### src/rtl/pwm_generator_pkg.sv
// Shared defaults and width helper for the PWM generator and its button front end.
// Pure constants and a constant function; no logic, no latency, no backpressure.
package pwm_generator_pkg;

  localparam int PWM_PERIOD_DEF       = 10;
  localparam int PWM_DUTY_INIT_DEF    = 5;
  localparam int PWM_DEBOUNCE_DIV_DEF = 2;

  // ceil(log2(n)) but never below 1, so degenerate parameters still give a legal vector.
  function automatic int pwm_width(input int n);
    int w;
    w = 1;
    while ((1 << w) < n) w++;
    return w;
  endfunction

endpackage

### src/rtl/pwm_button_debounce.sv
// Raw button -> 2-FF sync -> two-sample debounce on a divided tick -> one-cycle rising-edge step.
// Latency 2 + up to 2*DEBOUNCE_DIV cycles from pin to step; free-running, no backpressure.
module pwm_button_debounce
  import pwm_generator_pkg::*;
#(
  parameter int DEBOUNCE_DIV = PWM_DEBOUNCE_DIV_DEF
) (
  input  logic clk,
  input  logic rst_n,
  input  logic btn,
  output logic step
);

  localparam int              TW        = pwm_width(DEBOUNCE_DIV);
  localparam logic [TW-1:0]   TICK_LAST = TW'(DEBOUNCE_DIV - 1);

  logic [1:0]    sync;
  logic [TW-1:0] tick_cnt;
  logic          tick;
  logic          sample_prev;
  logic          level;
  logic          level_d;

  assign tick = (tick_cnt == TICK_LAST);
  assign step = level & ~level_d;

  always_ff @(posedge clk) begin
    if (!rst_n) begin
      sync        <= 2'b00;
      tick_cnt    <= '0;
      sample_prev <= 1'b0;
      level       <= 1'b0;
      level_d     <= 1'b0;
    end else begin
      sync     <= {sync[0], btn};
      tick_cnt <= tick ? '0 : tick_cnt + TW'(1);
      // Level only moves when two consecutive tick samples agree.
      if (tick) begin
        sample_prev <= sync[1];
        if (sync[1] == sample_prev) level <= sync[1];
      end
      level_d <= level;
    end
  end

endmodule

### src/rtl/pwm_generator.sv
// Fixed-period PWM with button-stepped duty; duty changes land only on a period boundary.
// Output is one register after the period counter; buttons are free-running inputs, no backpressure.
module pwm_generator
  import pwm_generator_pkg::*;
#(
  parameter int PERIOD       = PWM_PERIOD_DEF,
  parameter int DUTY_INIT    = PWM_DUTY_INIT_DEF,
  parameter int DEBOUNCE_DIV = PWM_DEBOUNCE_DIV_DEF
) (
  input  logic clk,
  input  logic rst_n,
  input  logic increase_duty,
  input  logic decrease_duty,
  output logic PWM_OUT
);

  localparam int            DW       = pwm_width(PERIOD + 1);
  localparam int            CW       = pwm_width(PERIOD);
  localparam logic [DW-1:0] DUTY_MAX = DW'(PERIOD);
  localparam logic [DW-1:0] DUTY_RST = DW'(DUTY_INIT);
  localparam logic [CW-1:0] CNT_LAST = CW'(PERIOD - 1);

  logic [DW-1:0] duty;
  logic [DW-1:0] duty_shadow;
  logic [CW-1:0] cnt;
  logic          inc_step;
  logic          dec_step;

  pwm_button_debounce #(.DEBOUNCE_DIV(DEBOUNCE_DIV)) u_inc_btn (
    .clk   (clk),
    .rst_n (rst_n),
    .btn   (increase_duty),
    .step  (inc_step)
  );

  pwm_button_debounce #(.DEBOUNCE_DIV(DEBOUNCE_DIV)) u_dec_btn (
    .clk   (clk),
    .rst_n (rst_n),
    .btn   (decrease_duty),
    .step  (dec_step)
  );

  always_ff @(posedge clk) begin
    if (!rst_n) begin
      cnt         <= '0;
      duty        <= DUTY_RST;
      duty_shadow <= DUTY_RST;
      PWM_OUT     <= 1'b0;
    end else begin
      cnt <= (cnt == CNT_LAST) ? '0 : cnt + CW'(1);
      if (cnt == CNT_LAST) duty_shadow <= duty;
      // Simultaneous steps cancel; both directions saturate instead of wrapping.
      if (inc_step && !dec_step && duty != DUTY_MAX) duty <= duty + DW'(1);
      else if (dec_step && !inc_step && duty != '0) duty <= duty - DW'(1);
      PWM_OUT <= (DW'(cnt) < duty_shadow);
    end
  end

endmodule

### config.mk
export PLATFORM = sky130hd
export DESIGN_NAME = pwm_generator
export DESIGN_NICKNAME = d
export VERILOG_FILES = /design/src/rtl/pwm_generator_pkg.sv /design/src/rtl/pwm_button_debounce.sv /design/src/rtl/pwm_generator.sv
export SDC_FILE = /design/constraint.sdc
export NUM_CORES = 1
export LEC_CHECK = 0
export BUFFER_PORTS_ARGS = -buffer_cell sky130_fd_sc_hd__buf_2
export CORE_ASPECT_RATIO = 1.2
export CORE_UTILIZATION = 58
export CTS_BUF_LIST = sky130_fd_sc_hd__clkbuf_4 sky130_fd_sc_hd__clkbuf_8 sky130_fd_sc_hd__clkbuf_16
export DETAILED_ROUTE_END_ITERATION = 10
export PLACE_DENSITY = 0.84
export SYNTH_ARGS = -nofsm -noshare
export SYNTH_HDL_FRONTEND = slang
export SYNTH_SLANG_ARGS = --single-unit
### constraint.sdc
create_clock -name clk -period 2.7 [get_ports clk]
set_clock_uncertainty 0.15 [all_clocks]
set_input_delay 0.135 -clock clk [delete_from_list [all_inputs] [get_ports clk]]
set_output_delay 0.135 -clock clk [all_outputs]
set_load 0.05 [all_outputs]
* Word-level counts from Yosys, hierarchy flattened *
Cells that the tools add are included.

operators by class
  mux-type cells = 2
  bitwise logic cells = 5
  $lt $le $gt $ge = 1
  add/sub/neg operators = 5
  eq/ne operators = 4
  reductions and logical operators = 13

operator list
  operator             count
  $add 4x1->4 const B  2
  $mux 4               2
  $reduce_or 2->1      3
  $eq 4x4->1 const B   1
  $logic_and 1x1->1    4
  $lt 4x4->1           1
  $ne 4x4->1 const B   1
  $reduce_and 2->1     2
  $reduce_bool 4->1    1
  $sub 4x1->4 const B  1
  $not 1->1            3
  $add 1x1->1 const B  2
  $and 1x1->1          2
  $eq 1x1->1           2
  $logic_not 1->1      2
  $reduce_bool 2->1    1

storage, ports and cells
  word-level logic and storage cells = 44
  flip-flop bits (word level) = 25
  input bits = 4
  output and inout port bits = 1

* Longest topological paths before layout *
  word-level depth = 7
  mapped depth = 9
  depth with buffers taken out = 9

* By module *
From an unflattened synthesis, not the netlist that was laid out.

unflattened totals
  cell total of the unflattened synthesis = 114
  area, all modules = 1137.3 um2

by module, submodules not included
  module               area an instance (um2)  cells each  instances  seq. area each (um2)
  pwm_generator        739.5                   76          1          260.2
  pwm_button_debounce  198.9                   19          2          120.1

* Worst setup path after synthesis *
Ideal clock, no wire load.

  path kind = register to register
  from = register u_inc_btn.level_d
  to = register duty[3]
  period minus slack after synthesis = 2.379 ns
  cell stages (with the launch flop) = 10
  buffers on the path = 0
  library setup time = 0.072 ns
  required time = 2.478 ns
  arrival = 2.158 ns
  setup slack = 0.321 ns
  cells stage by stage = dfxtp_1 nand2b_1 or2_4 a31o_2 ha_1 a21o_1 a21oi_1 mux2_2 a21oi_1 mux2i_1

on the way
  cells in the longest elaborated chain, start to end = 6
  elaborated cells on any way between the ends = 9
  classes of those cells = 1 x mux; 2 x bitwise; 6 x reduce/logical

ends and longest elaborated chain
  what                             RTL line                   source
  start, declared                  pwm_button_debounce.sv:22  logic level_d;
  start signal, assigned           pwm_button_debounce.sv:42  level_d <= level;
  $not 1->1 (*)                    pwm_button_debounce.sv:25  assign step = level & ~level_d;
  $and 1x1->1 (*)                  pwm_button_debounce.sv:25
  $logic_not 1->1                  pwm_generator.sv:54        else if (dec_step && !inc_step && duty != '0) duty <= duty - DW'(1);
  $logic_and 1x1->1 (2 in series)  pwm_generator.sv:54
  $reduce_bool 2->1 (no line)      --
  end signal, assigned             pwm_generator.sv:53        if (inc_step && !dec_step && duty != DUTY_MAX) duty <= duty + DW'(1);
  end signal, assigned             pwm_generator.sv:54
  end, declared                    pwm_generator.sv:23        logic [DW-1:0] duty;

Every way passes the cells marked *; elsewhere a longest branch is shown, timed or not.
A chain may end at the register's enable or synchronous reset.

* Worst setup path in the final report *
  from = register u_dec_btn.level
  to = register duty[3]

on the way
  cells in the longest elaborated chain, start to end = 5
  elaborated cells on any way between the ends = 8
  classes of those cells = 1 x mux; 1 x bitwise; 6 x reduce/logical

ends and longest elaborated chain
  what                                                RTL line                   source
  start, declared                                     pwm_button_debounce.sv:21  logic level;
  start signal, assigned                              pwm_button_debounce.sv:40  if (sync[1] == sample_prev) level <= sync[1];
  $and 1x1->1 (*)                                     pwm_button_debounce.sv:25
  $logic_not 1->1                                     pwm_generator.sv:53
  $logic_and 1x1->1 (2 in series)                     pwm_generator.sv:53
  $mux 4 / $reduce_bool 2->1 (equally long branches)  --

Marked as above.

==> run metrics <==
Seq/Total Area, Yosys 0.454; YS warnings 0; status completed; n_diodes 0; vias in the first global route ~740; cts bufs inserted 3; die height 49.8 um; proportion of netlist area held by the largest area contributor 0.454; top_reg_cell synth dfxtp_1; crit path from u_dec_btn.level; Worst-Skew Late Latency a little over 300 ps; gr usage total 0.189; CP dominant cell by count a21oi_1; Syn Area/Cell a little under 10 sq um; Post-Syn Instances 114; CTS H-tree lvls 1; Design Area, Final about 1200 sq um; Worst-path clk slew 130 ps; footprint of the multi-input gates roughly 570 sq um; crit-path max FO 5; Peak Freq about 400 MHz; layout cells sized above 1 0.114; DP Area between 1000 and 1500 sq um; Tmin final ~2500 ps; TNS Setup 0 ps; router iterations before antenna repair 4; WL/cell ~12 um; register area 500 sq um; first-pass GRT wire length between 3000 and 4000 um; setup bufs post-CTS 0; worst path arrival time between 2000 and 3000 ps; Static Leak 0.504 nW; required time worst endpoint about 2800 ps; count leader, synth dfxtp_1; IO buf count 4; grt total ovfl 0; Die Span X roughly 42 um; final cell count without fillers about 140; Yosys cell types 29; Worst-Margin Slew ~350 ps; top post-synthesis cells by count 25 x dfxtp_1, 11 x nand2_1, 10 x nor2b_1; Mapped Nets between 100 and 150; CP max stage delay around 350 ps; Max IR drop VDD 0.000448 V; core footprint 1700 sq um; cell taking the most area after synthesis dfxtp_1; CTS tree done; area grow syn2layout 8.40%; Worst R2R Start u_dec_btn.level; vias per cell roughly 5.3; final hold vios 0; Synth Register Bits 25; WL final roughly 1600 um; largest net degree at the start of global routing 25; DRC Markers 0; clk buf depth 2; period utilization 0.920; die area 2080 sq um; Cell Area, Synth about 1100 sq um; via count of the routed design between 700 and 800; async set-reset flop share out of synthesis 0; clock sink count 25; gpl congestion 0.671; Final ANT Viol Nets 0; Initial Util 0.648; Starting DRT DRC Count 2; IO Count 5; row count 16; final net count 136; max_slew headroom 0.769; Inst Count DP around 130; Crit-path slowest cell dfxtp_1; count of final setup violators 0; fillers about 140; Synth area leaders dfxtp_1 45%, ha_1 7.9%, nor2b_1 5.7%; worst path cell trace nor2b_1 > or2_4 > a31o_2 > ha_1 > a21o_1 > a21oi_1 > mux2_2 > a21oi_1 > mux2i_1; DP Wirelength between 1000 and 1500 um; RSZ-0062 raised after global routing false; Max Cap Viol 0; Worst setup SP type flop; crit path capture type flop; Clock Tree Root clkbuf_4; Post-synth EDFFs 0; Worst Hold Class reg2reg; power density cells 493 nW/um^2; Tot Pwr 0.589 mW; WS Path Type reg2reg; hold slack final roughly 300 ps; max-slew violation count 0; Worst Min Path Start u_inc_btn.sync[0]; initial antenna violation count 0
==> path summary, 6_finish.rpt <==
path	depth (start not counted)	slack, ps	end
min reg2reg	1	310	u_inc_btn.sync[1]
max reg2reg	9	220	duty[3]
min	1	310	u_inc_btn.sync[1]
max	9	220	duty[3]
==> power breakdown <==
| group | switching [mW] | leakage [nW] | internal [mW] |
|---|---|---|---|
| clock network | 0.108 | 0.0177 | 0.0554 |
| registers | 0.00783 | 0.204 | 0.380 |
| logic | 0.0191 | 0.282 | 0.0187 |
==> logic make-up (layout without fill, tap and decap cells) <==
| family | after synthesis | count (layout) | share of synthesized area |
|---|---|---|---|
| multiplexers | 6 | 6 | 0.0556 |
| adder cells (fa/ha/maj) | 8 | 8 | 0.0976 |
| AND/OR/NAND/NOR | 44 | 44 | 0.222 |
| flip-flops | 25 | 25 | 0.454 |
| XOR/XNOR | 4 | 4 | 0.0318 |
| AO/OA/AOI/OAI | 19 | 19 | 0.111 |
| buffers and inverters | 8 | 17 | 0.0272 |
==> area by class of cell <==
type / count / area share
sequential: 25 / 0.419
tap: 18 / 0.0188
clock buffer: 3 / 0.0188
clock inverter: 1 / 0.00419
multi-input combinational: 81 / 0.479
timing repair buffer: 7 / 0.0419
inverter: 6 / 0.0188
==> worst max-delay path: cells and delay by family (launching register included) <==
kind            cells  cell delay, ps
compound gates      4             700
fa+ha+maj           1             280
flops               1             350
mux                 2             520
simple gates        2             410
==> cells in the final DEF (no fill, tap or decap), drive strengths merged, types with 2 or more instances in the layout <==
cell type / count
inv: 6
o21ai: 8
nand3: 2
dfxtp: 25
a21boi: 2
buf: 4
a21oi: 4
dlygate4sd3: 3
o21a: 2
nor2: 5
nand2b: 3
nand2: 11
ha: 7
xnor2: 3
clkbuf: 3
nor2b: 10
and2: 8
mux2i: 5
==> through the flow <==
step                      utilization  setup WS (ps)
final                           0.702            216
after global routing            0.702           75.7
after CTS                       0.702            206
after detailed placement        0.668            241
after global placement          0.668            278
after floorplan                     -            321
==> metal layers <==
metal / global-route usage / share of wire / routed length [um] / vias up
met4: 0.0645 / 0.0074 / 12 / 0
met1: 0.218 / 0.47 / 772 / 351
li1: - / - / - / 393
met2: 0.328 / 0.49 / 794 / 6
met3: 0.0549 / 0.028 / 46 / 2
met5: 0 / 0 / 0 / -
==> sequential cells by signal, indices dropped and copies added, names as in the netlist, 2 cells and up <==
| register | cells |
|---|---|
| cnt | 4 |
| duty | 4 |
| duty_shadow | 4 |
| u_dec_btn.sync | 2 |
| u_inc_btn.sync | 2 |
==> timing repair <==
| item | 4_1_cts | 5_1_grt |
|---|---|---|
| hold endpoints to repair | 4 | 0 |
| gates resized for setup | 0 | 0 |
| hold buffers | 3 | 0 |
Note: power is estimated with default switching activity, not from simulation.
